**config.mk**
```make
export PLATFORM = sky130hd
export DESIGN_NAME = fetch_unit_flat
export DESIGN_NICKNAME = d
export VERILOG_FILES = /design/src/rtl/fetch_unit_if.sv /design/src/rtl/fetch_unit.sv /design/src/flat_wrapper.sv
export SDC_FILE = /design/constraint.sdc
export NUM_CORES = 1
export LEC_CHECK = 0
export BUFFER_PORTS_ARGS = -buffer_cell sky130_fd_sc_hd__buf_2
export CAP_MARGIN = 10
export CORE_MARGIN = 2
export CORE_UTILIZATION = 40
export DETAILED_ROUTE_END_ITERATION = 6
export GPL_ROUTABILITY_DRIVEN = 0
export GPL_TIMING_DRIVEN = 0
export PLACE_DENSITY = 0.72
export SLEW_MARGIN = 0
export SYNTH_ARGS = -nofsm -noshare
export SYNTH_HDL_FRONTEND = slang
export SYNTH_SLANG_ARGS = --single-unit
export TNS_END_PERCENT = 30
```
**constraint.sdc**
```tcl
create_clock -name clk -period 4.6 [get_ports clk]
set_clock_uncertainty 0.15 [all_clocks]
set_input_delay 0.92 -clock clk [delete_from_list [all_inputs] [get_ports clk]]
set_output_delay 0.92 -clock clk [all_outputs]
set_load 0.02 [all_outputs]
```
**src/rtl/fetch_unit_if.sv**
```systemverilog
// Instruction-memory read port between the fetch unit (master) and memory (slave).
// imem_req/imem_addr are held stable until imem_ack.
// imem_ack qualifies imem_rdata only in a cycle where imem_req is high.
interface fetch_unit_if #(
    parameter int ADDR_W = 8
);
    logic              imem_req;
    logic [ADDR_W-1:0] imem_addr;
    logic [31:0]       imem_rdata;
    logic              imem_ack;

    modport master (
        output imem_req,
        output imem_addr,
        input  imem_rdata,
        input  imem_ack
    );

    modport slave (
        input  imem_req,
        input  imem_addr,
        output imem_rdata,
        output imem_ack
    );
endinterface

```
**src/rtl/fetch_unit.sv**
```systemverilog
// Instruction fetch stage: issues sequential word reads and feeds the decoder.
// Has a one-word skid buffer, inserts bubbles, and honours downstream stall.
module fetch_unit #(
    parameter int          ADDR_W    = 8,
    parameter logic [31:0] NOP_INSTR = 32'h0400001F
) (
    input  logic              clk,
    input  logic              rst_n,
    input  logic              stall,
    fetch_unit_if.master      imem,
    output logic [31:0]       instruction_memory,
    output logic              instr_valid,
    output logic [ADDR_W-1:0] pc_out,
    output logic [15:0]       fetch_count,
    output logic [1:0]        state_dbg
);

    typedef enum logic [1:0] {
        IDLE = 2'd0,
        REQ  = 2'd1,
        HOLD = 2'd2
    } state_t;

    state_t            state;
    logic              req_q;
    logic [ADDR_W-1:0] pc;
    logic [ADDR_W-1:0] buf_addr;
    logic [31:0]       buf_word;
    logic [15:0]       count_q;
    logic [15:0]       count_next;
    logic              ack_seen;

    // Saturating delivered-instruction counter.
    assign count_next = (count_q == 16'hFFFF) ? count_q : count_q + 16'd1;
    assign ack_seen   = req_q && imem.imem_ack;

    always_ff @(posedge clk or negedge rst_n) begin
        if (!rst_n) begin
            state              <= IDLE;
            req_q              <= 1'b0;
            pc                 <= '0;
            pc_out             <= '0;
            buf_addr           <= '0;
            buf_word           <= NOP_INSTR;
            instruction_memory <= NOP_INSTR;
            instr_valid        <= 1'b0;
            count_q            <= 16'd0;
        end else begin
            case (state)
                IDLE: begin
                    state <= REQ;
                    req_q <= 1'b1;
                end
                REQ: begin
                    if (ack_seen && !stall) begin
                        instruction_memory <= imem.imem_rdata;
                        instr_valid        <= 1'b1;
                        pc_out             <= pc;
                        pc                 <= pc + 1'b1;
                        count_q            <= count_next;
                    end else if (ack_seen && stall) begin
                        // Decoder is blocked: park the word and stop fetching.
                        buf_word <= imem.imem_rdata;
                        buf_addr <= pc;
                        pc       <= pc + 1'b1;
                        state    <= HOLD;
                        req_q    <= 1'b0;
                    end else if (!stall) begin
                        instruction_memory <= NOP_INSTR;
                        instr_valid        <= 1'b0;
                    end
                end
                HOLD: begin
                    if (!stall) begin
                        instruction_memory <= buf_word;
                        pc_out             <= buf_addr;
                        instr_valid        <= 1'b1;
                        count_q            <= count_next;
                        state              <= REQ;
                        req_q              <= 1'b1;
                    end
                end
                default: begin
                    state <= IDLE;
                    req_q <= 1'b0;
                end
            endcase
        end
    end

    assign imem.imem_req  = req_q;
    assign imem.imem_addr = pc;
    assign fetch_count    = count_q;
    assign state_dbg      = state;

endmodule

```
**src/flat_wrapper.sv**
```systemverilog
// flat-port wrapper written by rule: the top's interface ports become plain ports
module fetch_unit_flat 
#(
    parameter int          ADDR_W    = 8,
    parameter logic [31:0] NOP_INSTR = 32'h0400001F
)
  (clk, rst_n, stall, instruction_memory, instr_valid, pc_out, fetch_count, state_dbg, imem_imem_req, imem_imem_addr, imem_imem_rdata, imem_imem_ack);
  fetch_unit_if #(.ADDR_W(ADDR_W)) imem_i ();
  input  logic clk;
  input  logic rst_n;
  input  logic stall;
  output logic [31:0] instruction_memory;
  output logic instr_valid;
  output logic [ADDR_W-1:0] pc_out;
  output logic [15:0] fetch_count;
  output logic [1:0] state_dbg;
  output wire logic [$bits(imem_i.imem_req)-1:0] imem_imem_req;
  output wire logic [$bits(imem_i.imem_addr)-1:0] imem_imem_addr;
  input wire logic [$bits(imem_i.imem_rdata)-1:0] imem_imem_rdata;
  input wire logic [$bits(imem_i.imem_ack)-1:0] imem_imem_ack;
  assign imem_imem_req = imem_i.imem_req;
  assign imem_imem_addr = imem_i.imem_addr;
  assign imem_i.imem_rdata = imem_imem_rdata;
  assign imem_i.imem_ack = imem_imem_ack;
  fetch_unit #(.ADDR_W(ADDR_W), .NOP_INSTR(NOP_INSTR)) u_core (.clk(clk), .rst_n(rst_n), .stall(stall), .imem(imem_i), .instruction_memory(instruction_memory), .instr_valid(instr_valid), .pc_out(pc_out), .fetch_count(fetch_count), .state_dbg(state_dbg));
endmodule
```
## After elaboration in Yosys (flattened, before gate mapping)

Index checks and enable logic that the tools add are counted.

| operators by class | value |
|---|---|
| $add $sub $neg | 2 |
| multipliers | 0 |
| div/mod/pow operators | 0 |
| $lt $le $gt $ge | 0 |
| eq/ne operators | 9 |
| shifts and indexed selects | 0 |
| multiplexer cells | 26 |
| bitwise gates (word level) | 1 |
| reduce and logical (&&, ||, !) cells | 12 |

Operators by type and width:

| operator | number |
|---|---|
| two-way mux 32 bit | 4 |
| one-hot mux 32 bit (2 select lines) | 1 |
| two-way mux 16 bit | 3 |
| two-way mux 8 bit | 4 |
| one-hot mux 16 bit (2 select lines) | 1 |
| adder 16 x 1 -> 16 bit (second input constant) | 1 |
| equality test 16 bit (second input constant) | 1 |
| one-hot mux 8 bit (2 select lines) | 1 |
| AND reduction 3 bit | 3 |
| adder 8 x 1 -> 8 bit (second input constant) | 1 |
| two-way mux 1 bit | 6 |
| two-way mux 2 bit | 3 |
| inequality test 3 x 2 -> 1 bit (second input constant) | 2 |
| one-hot mux 2 bit (3 select lines) | 1 |
| inequality test 2 x 1 -> 1 bit (second input constant) | 2 |
| inequality test 2 bit (second input constant) | 2 |
| AND reduction 4 bit | 1 |
| nonzero test 2 bit | 2 |
| logical AND 1 bit | 3 |
| one-hot mux 1 bit (3 select lines) | 1 |
| equality test 2 x 1 -> 1 bit (second input constant) | 1 |
| equality test 2 bit (second input constant) | 1 |
| logical NOT 2 bit | 1 |
| one-hot mux 1 bit (2 select lines) | 1 |
| other kinds (3) | 3 |

| storage, ports and cells | value |
|---|---|
| flip-flop bits (word level) | 108 |
| bits in latches | 0 |
| RAM bits | 0 |
| ROM bits | 0 |
| input bits | 36 |
| output and inout port bits | 68 |
| logic and storage cells | 59 |
| memories kept | 0 |

## Logic depth before layout (Yosys ltp)

| logic depth | value |
|---|---|
| depth after elaboration | 5 |
| mapped depth | 6 |
| depth with buffers taken out | 5 |

## Worst setup path before layout

No wires, ideal clock.

| timing | value |
|---|---|
| kind | input port to flip-flop |
| from | in imem_imem_ack |
| to | reg u_core.count_q[14], in the netlist u_core.fetch_count[14] |
| library setup time | 0.128 ns |
| arrival | 1.992 ns |
| data required time | 4.322 ns |
| setup slack | 2.330 ns |
| stages | 5 |
| cell sequence | nand3b_1 > a21o_1 > buf_6 > nor4_4 > mux2_1 |

| between the ends | value |
|---|---|
| longest elaborated chain between the ends | 4 |

Ends and longest elaborated chain:

| item | line | source |
|---|---|---|
| from (decl) | flat_wrapper.sv:20 | `input wire logic [$bits(imem_i.imem_ack)-1:0] imem_imem_ack;` |
| logical AND 1 bit | fetch_unit.sv:35 | `assign ack_seen = req_q && imem.imem_ack;` |
| logical AND 1 bit | fetch_unit.sv:55 | `if (ack_seen && !stall) begin` |
| inequality test 2 x 1 -> 1 bit (no source line) | -- |  |
| AND reduction 3 bit (no source line) | -- |  |
| to (signal assigned) | fetch_unit.sv:60 | `count_q <= count_next;` |
| to (signal assigned) | fetch_unit.sv:78 | `count_q <= count_next;` |
| to (decl) | fetch_unit.sv:29 | `logic [15:0] count_q;` |

Every way passes these cells.
A chain may end at the register's enable or synchronous reset.

## Final worst setup path

| timing | value |
|---|---|
| from | in stall |
| to | reg u_core.instruction_memory[11] |

| between the ends | value |
|---|---|
| longest elaborated chain between the ends | 4 |
| elaborated cells between the ends (all ways) | 9 |
| classes of those cells | 3 x eq/ne; 2 x mux; 4 x reduce/logical |

Ends and longest elaborated chain:

| item | line | source |
|---|---|---|
| from (decl) | flat_wrapper.sv:11 | `input logic stall;` |
| logical NOT 1 bit | fetch_unit.sv:55 |  |
| logical AND 1 bit | fetch_unit.sv:55 |  |
| inequality test 3 x 2 -> 1 bit (no source line) or two-way mux 32 bit (tied branches) | -- |  |
| AND reduction 4 bit (no source line) or one-hot mux 32 bit (2 select lines) (tied branches) | -- |  |
| to (signal assigned) | fetch_unit.sv:56 | `instruction_memory <= imem.imem_rdata;` |
| to (signal assigned) | fetch_unit.sv:75 | `instruction_memory <= buf_word;` |
| to (decl) | fetch_unit.sv:11 | `output logic [31:0] instruction_memory,` |

Several ways; a longest one is shown, not always the timed one.

==> summary.md <==
| Metric | Value |
|---|---|
| Seq/Total Area, Yosys | 58.4% |
| Post-synth top flop | dfrtp_1 |
| Layout Cells excl Fill | 658 |
| Status | complete, no violations |
| WL met3 | 623 um |
| DRC | 0 |
| Pwr Density | 577 mW/mm^2 |
| CTS tree | yes |
| Skew-Pair Late Insertion Delay | 0.34 ns |
| Slack of the critical path | 2.23 ns |
| DR iter-0 viols | 179 |
| Grt total ovfl | 0 |
| Post-synth EDFFs | 0 |
| Vias in the first global route | 3553 |
| CTS root buf | clkbuf_16 |
| CTS Buffer Depth | 2 |
| Total CTS buffers | 9 |
| Unique cell type count in the Yosys netlist | 42 |
| Design Area, Final | 0.00567 mm^2 |
| Initial core utilization | 40.7% |
| Pins Over Slew Limit | 0 |
| Site Rows | 39 |
| Area contributors post-synth | dfrtp_1 52%, mux2_2 10%, dfstp_2 6.8% |
| Clock-pin transition on the worst setup and hold timing paths | 0.07 ns |
| Min-Delay Path Depth | 2 |
| Reg2reg start | u_core.state_dbg[1] |
| Detailed Place HPWL | 7580 um |
| Fillers | 1064 |
| Core ar. | 0.0113 mm^2 |
| Area Overhead vs Synth | 23.0% |
| Top sig layer | met4 |
| Synth top area share | 51.6% |
| Worst setup EP type | register |
| WL per Instance | 16.2 um |
| Post-Syn Instances | 396 |
| Yosys warns | 0 |
| H-tree Lvls | 3 |
| Met1 Wirelength | 4760 um |
| Placed cell count | 642 |
| Detail Route Antenna Nets | 0 |
| Post-CTS setup buffers | 0 |
| PortBufs | 102 |
| Syn Area/Cell | 11.6 um^2 |
| Antenna violations before repair | 0 |
| GRT Overall Usage | 17.7% |
| Worst slew pin tran | 0.657 ns |
| Post-route minimum period | 2.37 ns |
| Post-synthesis register bit count | 107 |
| Die Ht | 111 um |
| DR vias/cell | 5.22 |
| Hold_buf cts | 0 |
| Final setup viols | 0 |
| Tightest Hold Check Type | register to register |
| Worst VDD drop | 0.223 mV |
| Worst-path maximum fanout | 10 |
| Final Util | 50.1% |
| Pre-antenna DRT Iters | 4 |
| First-pass GRT wire length | 17700 um |
| Metal2 WL | 5170 um |
| FF-to-FF path depth | 4 |
| Cts repair resizes | 0 |
| Final #Nets | 548 |
| Syn_nets | 434 |
| LEAKAGE | 2.58 nW |
| Critical Path AT | 2.49 ns |
| Ys async rst share | 100% |
| CTS Sinks | 107 |
| Via Count | 3435 |
| Die Span X | 111 um |
| RSZ-0062 raised after global routing | false |
| Synth Cell Area | 0.00461 mm^2 |
| Post-route setup TNS | 0 ns |
| Largest net degree at the start of global routing | 69 |
| Worst Hold Launch | u_core.buf_word[26] |
| MaxCap Viol Count | 0 |
| Worst EP required | 4.72 ns |
| CP Class | input port to register |
| Pre-CTS WS | 1.89 ns |
| Die area | 0.0124 mm^2 |
| Cell area after placement | 0.00533 mm^2 |
| Crit. Startpoint | stall |
| Relative slew slack | 56.0% |
| I/O pin cnt | 104 |
| Period utilisation layout | 51.5% |
| Post-synth top area cell | dfrtp_1 |
| Highest clock rate | 422 MHz |
| Final WL | 10700 um |
| Share of cells above drive strength 1 | 37.5% |
| Crit path launch type | input port |
| Final hold viol count | 0 |
| Ant. Diodes | 0 |
## cells in the final DEF (no fill, tap or decap), types with 2 or more instances in the layout
cell	n
a21o_1	2
a21oi_1	30
nor3_1	5
nor3b_1	2
buf_1	2
nor2b_1	2
bufinv_16	3
a31oi_1	14
buf_6	2
clkbuf_1	12
buf_4	3
dfstp_2	12
buf_2	110
xnor2_1	8
nand3b_1	3
o21ai_0	2
xor2_1	12
nor2_1	44
a22oi_1	27
ha_1	2
nand2_1	34
nand2b_1	3
nor4_2	3
dfrtp_1	95
clkbuf_16	9
nand3_1	7
nand4_1	5
and3_1	2
mux2_2	41
## worst max-delay path, stage by stage
cell      delay (ns)
clkbuf_1        0.19
nor2_1          0.57
clkbuf_1        0.48
a22oi_1         0.15
a21oi_1         0.17
## cell usage after synthesis (all sizes together), types with 3 or more instances
| cell | instances |
|---|---|
| xor2 | 12 |
| a22oi | 27 |
| dfstp | 12 |
| nor2 | 45 |
| clkbuf | 11 |
| nand3 | 7 |
| nand2 | 34 |
| a31oi | 14 |
| mux2 | 43 |
| dfrtp | 95 |
| xnor2 | 8 |
| buf | 15 |
| a21oi | 30 |
| nor4 | 5 |
| nand2b | 3 |
| nand4 | 6 |
| nand3b | 3 |
| nor3 | 5 |
## state kept, by name (all words and copies together), names as in the netlist
| name | cells |
|---|---|
| u_core.imem.imem_addr | 8 |
| u_core.instruction_memory | 32 |
| u_core.pc_out | 8 |
| u_core.buf_word | 32 |
| u_core.state_dbg | 2 |
| u_core.instr_valid | 1 |
| u_core.fetch_count | 16 |
| u_core.buf_addr | 8 |
## worst paths after layout
kind | slack, ns | to
max reg2reg | 2.45 | u_core.pc_out[1]
max | 2.23 | u_core.instruction_memory[11]
min | 0.34 | u_core.instruction_memory[26]
min reg2reg | 0.34 | u_core.instruction_memory[26]
max in group asynchronous | 3.15 | u_core.buf_word[2]
min in group asynchronous | 0.41 | u_core.imem.imem_addr[5]
## metrics by stage
| stage | power, mW | hold WS [ns] |
|---|---|---|
| after floorplan | 2.06 | 0.315 |
| after global placement | 2.37 | 0.322 |
| after detailed placement | 2.43 | 0.325 |
| after CTS | 3.31 | 0.335 |
| after global routing | 3.45 | 0.363 |
| final | 3.27 | 0.338 |
## area by class of cell
cell class | instances | area [um^2] | area share, %
Buffer | 26 | 131 | 2.32
Clock buffer | 10 | 229 | 4.04
Clock inverter | 6 | 111 | 1.96
Inverter | 1 | 3.75 | 0.0662
Multi-Input combinational cell | 262 | 1780 | 31.4
Sequential cell | 107 | 2690 | 47.5
Tap cell | 143 | 179 | 3.16
Timing Repair Buffer | 103 | 541 | 9.54
## logic make-up after synthesis
kind of cell / share of synthesized area, %
adders and majority gates: 0.543
and+or+nand+nor: 13.3
AOI/OAI and AO/OA: 10.4
xor gates and xnor gates: 3.80
muxes: 10.6
buffers and inverters: 2.93
DFF: 58.4
## power by group
group          internal [mW]  total [mW]  switching (mW)
Combinational          0.380       0.925           0.545
Clock                  0.533       0.874           0.341
Sequential              1.26        1.47           0.218
## per-layer routing
metal,vias to the layer above,global-route usage (%)
li1,1625,-
met2,87,29.3
met5,-,0
met1,1714,22.9
met3,9,4.90
met4,0,5.27
Note: power is estimated with default switching activity, not from simulation.
